$ cat config.mk
export PLATFORM = sky130hd
export DESIGN_NAME = ram_loader
export DESIGN_NICKNAME = d
export VERILOG_FILES = /design/src/rtl/neander_pkg.sv /design/src/rtl/sync_ff.sv /design/src/rtl/ram_loader.sv
export SDC_FILE = /design/constraint.sdc
export NUM_CORES = 1
export LEC_CHECK = 0
export BUFFER_PORTS_ARGS = -buffer_cell sky130_fd_sc_hd__buf_2
export CORE_MARGIN = 5
export CORE_UTILIZATION = 52
export DETAILED_ROUTE_END_ITERATION = 12
export GPL_ROUTABILITY_DRIVEN = 0
export GPL_TIMING_DRIVEN = 0
export PLACE_DENSITY = 0.75
export SYNTH_ARGS = -nofsm -noshare
export SYNTH_HDL_FRONTEND = slang
export SYNTH_SLANG_ARGS = --single-unit
$ cat constraint.sdc
create_clock -name clk -period 1.6 [get_ports clk]
set_input_delay 0.08 -clock clk [delete_from_list [all_inputs] [get_ports clk]]
set_output_delay 0.08 -clock clk [all_outputs]
set_load 0.05 [all_outputs]
$ cat src/rtl/neander_pkg.sv
// Shared types and constants for the Neander-X tile.
package neander_pkg;

    typedef enum logic [1:0] {
        ST_WAIT,
        ST_LOAD,
        ST_RUN
    } loader_state_t;

    localparam int RAM_DEPTH         = 256;
    localparam int DEFAULT_BOOT_WAIT = 1024;

endpackage

$ cat src/rtl/sync_ff.sv
// N-stage flip-flop synchronizer with a configurable reset level.
module sync_ff #(
    parameter int   N       = 2,
    parameter logic RST_VAL = 1'b0
) (
    input  logic clk,
    input  logic rst_n,
    input  logic d_i,
    output logic q_o
);

    logic [N-1:0] sync_q;

    always_ff @(posedge clk or negedge rst_n) begin
        if (!rst_n) begin
            sync_q <= {N{RST_VAL}};
        end else begin
            sync_q <= {sync_q[N-2:0], d_i};
        end
    end

    assign q_o = sync_q[N-1];

endmodule

$ cat src/rtl/ram_loader.sv
// Serial program loader: shifts host bytes into program RAM
// and holds the CPU in reset until the load is finished.
module ram_loader
    import neander_pkg::*;
#(
    parameter int SYNC_STAGES = 2,
    parameter int BOOT_WAIT   = DEFAULT_BOOT_WAIT
) (
    input  logic       clk,
    input  logic       rst_n,
    input  logic       ld_sclk,
    input  logic       ld_mosi,
    input  logic       ld_cs_n,
    output logic [7:0] ram_addr,
    output logic [7:0] ram_wdata,
    output logic       ram_we,
    output logic       cpu_hold,
    output logic       load_done,
    output logic       load_ovf
);

    localparam int CNT_W = $clog2(BOOT_WAIT + 1) + 1;
    localparam logic [7:0] ADDR_LAST = 8'(RAM_DEPTH - 1);

    logic sclk_s;
    logic mosi_s;
    logic csn_s;

    sync_ff #(.N(SYNC_STAGES), .RST_VAL(1'b0)) u_sync_sclk (
        .clk   (clk),
        .rst_n (rst_n),
        .d_i   (ld_sclk),
        .q_o   (sclk_s)
    );

    sync_ff #(.N(SYNC_STAGES), .RST_VAL(1'b0)) u_sync_mosi (
        .clk   (clk),
        .rst_n (rst_n),
        .d_i   (ld_mosi),
        .q_o   (mosi_s)
    );

    sync_ff #(.N(SYNC_STAGES), .RST_VAL(1'b1)) u_sync_csn (
        .clk   (clk),
        .rst_n (rst_n),
        .d_i   (ld_cs_n),
        .q_o   (csn_s)
    );

    loader_state_t state_q, state_d;

    logic             sclk_prev_q;
    logic             csn_prev_q;
    logic [CNT_W-1:0] boot_cnt_q, boot_cnt_d;
    logic [7:0]       shift_q, shift_d;
    logic [2:0]       bit_cnt_q, bit_cnt_d;
    logic [7:0]       addr_q, addr_d;
    logic [7:0]       wdata_q, wdata_d;
    logic             we_q, we_d;
    logic             full_q, full_d;
    logic             done_q, done_d;
    logic             ovf_q, ovf_d;

    logic       sclk_rise;
    logic       csn_rise;
    logic       csn_fall;
    logic       load_entry;
    logic       bit_take;
    logic       byte_done;
    logic [7:0] byte_in;

    assign sclk_rise = sclk_s & ~sclk_prev_q;
    assign csn_rise  = csn_s & ~csn_prev_q;
    assign csn_fall  = ~csn_s & csn_prev_q;

    // Gating on the previous cs_n lets an 8th bit that lands
    // together with the cs_n rise still be written.
    assign bit_take   = (state_q == ST_LOAD) && sclk_rise && !csn_prev_q;
    assign byte_done  = bit_take && (bit_cnt_q == 3'd7);
    assign byte_in    = {shift_q[6:0], mosi_s};
    assign load_entry = (state_d == ST_LOAD) && (state_q != ST_LOAD);

    always_ff @(posedge clk or negedge rst_n) begin
        if (!rst_n) begin
            state_q <= ST_WAIT;
        end else begin
            state_q <= state_d;
        end
    end

    always_comb begin
        state_d = state_q;
        unique case (state_q)
            ST_WAIT: begin
                if (!csn_s) begin
                    state_d = ST_LOAD;
                end else if (boot_cnt_q == CNT_W'(BOOT_WAIT)) begin
                    state_d = ST_RUN;
                end
            end
            ST_LOAD: begin
                if (csn_rise) begin
                    state_d = ST_RUN;
                end
            end
            ST_RUN: begin
                if (csn_fall) begin
                    state_d = ST_LOAD;
                end
            end
            default: state_d = ST_WAIT;
        endcase
    end

    always_comb begin
        cpu_hold = (state_q != ST_RUN);
    end

    always_comb begin
        boot_cnt_d = boot_cnt_q;
        shift_d    = shift_q;
        bit_cnt_d  = bit_cnt_q;
        addr_d     = addr_q;
        wdata_d    = wdata_q;
        we_d       = 1'b0;
        full_d     = full_q;
        done_d     = done_q;
        ovf_d      = ovf_q;

        if (state_q == ST_WAIT) begin
            boot_cnt_d = boot_cnt_q + CNT_W'(1);
        end

        if (bit_take) begin
            shift_d   = byte_in;
            bit_cnt_d = bit_cnt_q + 3'd1;
        end

        if (byte_done) begin
            if (full_q) begin
                ovf_d = 1'b1;
            end else begin
                we_d    = 1'b1;
                wdata_d = byte_in;
            end
        end

        // The address advances the cycle after the strobe and
        // parks on the last slot once it has been written.
        if (load_entry) begin
            bit_cnt_d = 3'd0;
            addr_d    = 8'd0;
            full_d    = 1'b0;
        end else if (we_q) begin
            if (addr_q == ADDR_LAST) begin
                full_d = 1'b1;
            end else begin
                addr_d = addr_q + 8'd1;
            end
        end

        if (state_q == ST_LOAD && state_d == ST_RUN) begin
            done_d = 1'b1;
        end
    end

    always_ff @(posedge clk or negedge rst_n) begin
        if (!rst_n) begin
            sclk_prev_q <= 1'b0;
            csn_prev_q  <= 1'b1;
            boot_cnt_q  <= '0;
            shift_q     <= 8'd0;
            bit_cnt_q   <= 3'd0;
            addr_q      <= 8'd0;
            wdata_q     <= 8'd0;
            we_q        <= 1'b0;
            full_q      <= 1'b0;
            done_q      <= 1'b0;
            ovf_q       <= 1'b0;
        end else begin
            sclk_prev_q <= sclk_s;
            csn_prev_q  <= csn_s;
            boot_cnt_q  <= boot_cnt_d;
            shift_q     <= shift_d;
            bit_cnt_q   <= bit_cnt_d;
            addr_q      <= addr_d;
            wdata_q     <= wdata_d;
            we_q        <= we_d;
            full_q      <= full_d;
            done_q      <= done_d;
            ovf_q       <= ovf_d;
        end
    end

    assign ram_addr  = addr_q;
    assign ram_wdata = wdata_q;
    assign ram_we    = we_q;
    assign load_done = done_q;
    assign load_ovf  = ovf_q;

endmodule

* Word-level counts from Yosys, hierarchy flattened
Index checks and enable logic that the tools add are counted.
** Word-level totals
- Flip-flop bits (word level) :: 52
- Latch bits :: 0
- RAM bits :: 0
- ROM bits :: 0
- Input bits :: 5
- Output and inout bits :: 20
- Memories :: 0
** Operators by class
- $add $sub $neg :: 3
- $mul :: 0
- Divide/modulo/power cells :: 0
- Order comparisons :: 0
- Eq/ne operators :: 10
- Shift-type cells :: 0
- Muxes and demuxes :: 15
- Bitwise logic cells :: 7
- Reductions and logical operators :: 14
** Operator list (count)
- 8-bit two-way mux :: 3
- 12-bit by 1-bit adder with 12-bit output, second input constant :: 1
- 12-bit by 11-bit == test with 1-bit output, second input constant :: 1
- 8-bit by 1-bit adder with 8-bit output, second input constant :: 1
- 8-bit == test, second input constant :: 1
- 2-bit two-way mux :: 4
- 2-bit AND reduction :: 4
- 3-bit two-way mux :: 2
- 2-bit one-hot mux with 3 select lines :: 1
- 2-bit nonzero test :: 3
- 1-bit logical AND :: 5
- 1-bit two-way mux :: 5
- 2-bit by 1-bit == test with 1-bit output, second input constant :: 2
- 2-bit == test, second input constant :: 2
- 2-bit != test, second input constant :: 2
- 1-bit inverter :: 4
- 3-bit by 1-bit adder with 3-bit output, second input constant :: 1
- 1-bit bitwise AND :: 3
- 3-bit == test, second input constant :: 1
- 2-bit logical NOT :: 1
- 2-bit by 1-bit != test with 1-bit output, second input constant :: 1
- 1-bit logical NOT :: 1

* Depth between registers and ports, before layout
- Word-level depth :: 8
- Gate-level depth with buffers :: 5

* By module
A second synthesis with hierarchy kept.
** Unflattened totals
- Cells, all modules :: 174
- Area total of the unflattened synthesis :: 2164.6 sq um
** By module, submodules not included
- ram_loader :: instances 1, cells an instance 168, area an instance 2011.9 sq um
- sync_ff at u_sync_mosi ... :: instances 2, cells an instance 2, area an instance 50.0 sq um
- sync_ff at u_sync_csn :: instances 1, cells an instance 2, area an instance 52.6 sq um

* Worst setup path after synthesis
No wires, ideal clock.
- Path type :: register -> register
- From :: reg addr_q[0], in the netlist ram_addr[0]
- To :: reg addr_q[0], in the netlist ram_addr[0]
- Data arrival time :: 1.668 ns
- Setup slack :: -0.148 ns
- Stages on the path, launching flop included :: 6
- Buffers on the path :: 1
- Period minus slack after synthesis :: 1.748 ns
- Cells stage by stage :: dfrtp_1 -> ha_1 -> and4_1 -> clkbuf_1 -> a21boi_1 -> mux2i_1
** Between the ends
- Word-level cells in the longest chain between the ends :: 4
** RTL lines
- from (decl) :: RTL line ram_loader.sv:57 : logic [7:0] addr_q, addr_d;
- from (signal assigned) :: RTL line ram_loader.sv:186 : addr_q <= addr_d;
- 8-bit by 1-bit adder with 8-bit output :: RTL line ram_loader.sv:158 : addr_d = addr_q + 8'd1;
- 8-bit two-way mux :: RTL line ram_loader.sv:155 : if (addr_q == ADDR_LAST) begin
- 8-bit two-way mux :: RTL line ram_loader.sv:154 : end else if (we_q) begin
- 8-bit two-way mux :: RTL line ram_loader.sv:150 : if (load_entry) begin
Parallel ways exist; a longest one is shown, timed or not. The select of a mux whose other input is x is not followed.
A chain may end at the register's enable or synchronous reset.

* Final worst setup path
- From :: reg state_q[1]
- To :: reg bit_cnt_q[0]
** Between the ends
- Word-level cells in the longest chain between the ends :: 6
** RTL lines
- from (decl) :: RTL line ram_loader.sv:50 : loader_state_t state_q, state_d;
- from (signal assigned) :: RTL line ram_loader.sv:87 : state_q <= state_d;
- 2-bit two-way mux :: RTL line ram_loader.sv:97 : end else if (boot_cnt_q == CNT_W'(BOOT_WAIT)) begin
- 2-bit two-way mux :: RTL line ram_loader.sv:95 : if (!csn_s) begin
- 2-bit one-hot mux with 3 select lines :: RTL line ram_loader.sv:93 : unique case (state_q)
- 2-bit by 1-bit == test with 1-bit output :: RTL line ram_loader.sv:81 : assign load_entry = (state_d == ST_LOAD) && (state_q != ST_LOAD);
- 1-bit logical AND :: RTL line ram_loader.sv:81
- 3-bit two-way mux / 2-bit nonzero test (equally long branches)
- to (signal assigned) :: RTL line ram_loader.sv:185 : bit_cnt_q <= bit_cnt_d;
- to (decl) :: RTL line ram_loader.sv:56 : logic [2:0] bit_cnt_q, bit_cnt_d;
Parallel ways exist; a longest one is shown, timed or not.

==> out/results.txt <==
main combinational cell family by area after synthesis - simple AND/OR/NAND/NOR gates
IO Count - 25
CTS Buffer Depth - 2
share of layout cells above drive strength 1 - 30.77%
first-pass GRT wire length - 6.782 mm
R2R Path Start - state_q[1]
worst-margin pin slew - 1.124 ns
Worst-Skew Late Latency - 0.31 ns
Worst Hold Class - in -> async
area grow syn2layout - 15.05%
Final Total Pwr - 2.834 mW
Syn Area/Cell - 12.32 um2
reg-to-reg endpoint - bit_cnt_q[0]
CTS root buf - clkbuf_8
met3 Usage GRT - 4.492%
max-cap violation count - 0
GR Util met1 - 19.21%
busiest layer in global routing - met2
Synth Flop Type - dfrtp_1
Post-synth EDFFs - 0
Final nets - 230
failing checks - negative hold slack
Synth Area in Compound Gates - 7.743%
#FFs+latches synth - 52
diodes inserted - 0
crit path launch type - flip-flop
CP Data Required Time - 1.84 ns
die area - 0.005806 mm2
Simple-Gate Fraction of Synth Area - 16.58%
WS Path Type - reg -> reg
adder-cell share of the synthesized area - 2.746%
Min Hold Slack - -0.01562 ns
Post-Synthesis Cells - 185
crit path capture type - flip-flop
Synth Area in XOR/XNOR - 4.228%
CP max FO - 8
row count - 24
gr ovfl total - 0
Vert. Die Dim - 76.20 um
largest net degree at the start of global routing - 53
total global-route track usage - 14.22%
Cell variety after synth - 45
# port buffers - 24
Pre-antenna DRT Iters - 4
Routed Antenna Nets - 0
Final min period - 1.505 ns
Worst EP arrival - 1.74 ns
LEAKAGE - 1.280 nW
most frequent cells in the layout - dfrtp_1, buf_2, mux2_2
Core Box Area - 0.004294 mm2
Die Wd - 76.20 um
final hold vios - 26
vias in the first global route - 1481
H-tree levels - 2
clk_skew - 0.01077 ns
Synth Cell Area - 0.002278 mm2
total wire length - 3.709 mm
Seq/Total Area, Yosys - 57.28%
PwrDens - 1081 mW/mm2
reg-to-reg slack, setup - 0.09 ns
Rel. slew slack - 25.09%
WL per Instance - 13.59 um
highest clock rate - 0.6643 GHz
Ys Warns - 0
setup repair after global routing missed its margin - false
status - finished, violations left
Vias - 1480
clock-pin slew on the worst setup and hold paths - 0.09 ns
vias per inst - 5.421
fin. max-slew vios - 0
Worst VDD drop - 645.5 uV
ys async rst share - 100.0%
commonest non-fill, non-tap cell in the layout - dfrtp_1
DR DRC count - 0
GRT met2 Usage - 21.23%
CTS tree - yes
Setup TNS Final - 0 ns
DR iter-0 viols - 98
initial antenna violation count - 0
placed wire-length estimate - 2.561 mm
Setup violations, final - 0
worst reg-to-reg path cell count - 3
Synthesized Nets - 195
mux contribution to synthesized area - 9.171%
initial cell density of the core - 53.06%
number of clock buffers inserted by TritonCTS - 5
fin crit share - 94.08%
Clock Sinks - 52
power breakdown:
| part | leakage (nW) | switching [mW] | internal (mW) |
|---|---|---|---|
| clock | 0.0445 | 0.430 | 0.311 |
| combinational | 0.560 | 0.222 | 0.234 |
| sequential | 0.675 | 0.155 | 1.48 |
layout make-up:
type,instances,area [um2]
sequential,52,1308
clock inverter,3,21.27
tap,52,65.06
fill,355,1673
inverter,7,26.28
buffer,3,16.27
clock buffer,5,68.82
timing repair buffer,31,180.2
multi-input combinational,120,935.9
repair_timing:
item,4_1_cts,5_1_grt
hold buffers,3,0
hold endpoints to repair,3,0
pin swaps,1,3
gates resized for setup,2,3
setup endpoints to repair,9,26
setup buffers,0,4
worst max-delay path by stage:
| stage | from | endpoint | slack [ns] |
|---|---|---|---|
| floorplan | ram_we | ram_addr[5] | 0.002 |
| global placement | state_q[0] | ram_addr[2] | -0.08 |
| detailed placement | state_q[0] | ram_addr[4] | -0.14 |
| CTS | state_q[1] | ram_wdata[0] | 0.007 |
| global route | boot_cnt_q[1] | boot_cnt_q[10] | 0.005 |
| finish | state_q[1] | bit_cnt_q[0] | 0.09 |
synthesized netlist by cell type (all sizes together), types with 3 or more instances:
| master | instances | area share, % |
|---|---|---|
| dfrtp | 49 | 54 |
| mux2i | 4 | 1.8 |
| nor2 | 6 | 0.99 |
| nor3b | 3 | 1.5 |
| nand2b | 3 | 0.82 |
| o21ai | 10 | 2.2 |
| nand2 | 8 | 1.4 |
| ha | 5 | 2.7 |
| nand4 | 5 | 1.4 |
| a21oi | 6 | 1.3 |
| xnor2 | 4 | 1.5 |
| xor2 | 7 | 2.7 |
| nor4 | 6 | 2.6 |
| clkbuf | 4 | 0.71 |
| inv | 7 | 1.2 |
| mux2 | 15 | 7.4 |
| nor2b | 3 | 0.82 |
| nand3 | 7 | 1.5 |
| dfstp | 3 | 3.5 |
| nor3 | 5 | 1.3 |
cell families after synthesis:
| family | count (synthesis) |
|---|---|
| xor+xnor | 11 |
| compound gates | 29 |
| mux | 19 |
| simple gates | 56 |
| fa+ha+maj | 5 |
| flops | 52 |
| buf+inv | 13 |
registers in the layout, indices dropped and copies added, names as in the netlist, 2 cells and up:
| signal | flops |
|---|---|
| boot_cnt_q | 12 |
| ram_addr | 8 |
| ram_wdata | 8 |
| shift_q | 7 |
| bit_cnt_q | 3 |
| state_q | 2 |
| u_sync_csn.sync_q | 2 |
| u_sync_mosi.sync_q | 2 |
| u_sync_sclk.sync_q | 2 |
worst max-delay path: stages, from the launching register on:
cell     delay [ns]
dfrtp_1        0.48
or3b_1         0.46
or3_1          0.36
a21oi_1        0.15
per-stage QoR:
step | worst slack [ns] | cell area [um2] | util (%) | std cells | hold slack [ns]
2_1_floorplan | 0.002136 | 2285 | - | 185 | -0.2156
3_3_place_gp | -0.07982 | 2470 | 57.52 | 261 | 0.1860
3_5_place_dp | -0.1422 | 2470 | 57.52 | 261 | 0.1869
4_1_cts | 0.006656 | 2595 | 60.43 | 272 | 0.01626
5_1_grt | 0.004818 | 2621 | 61.04 | 273 | 0.08608
6_report | 0.09467 | 2621 | 61.04 | 273 | -0.01562
routing by layer:
metal	vias up	routed length [um]
li1	739	-
met1	714	1807
met2	21	1674
met3	6	159
met4	0	67
met5	-	0
Note: power is estimated with default switching activity, not from simulation.
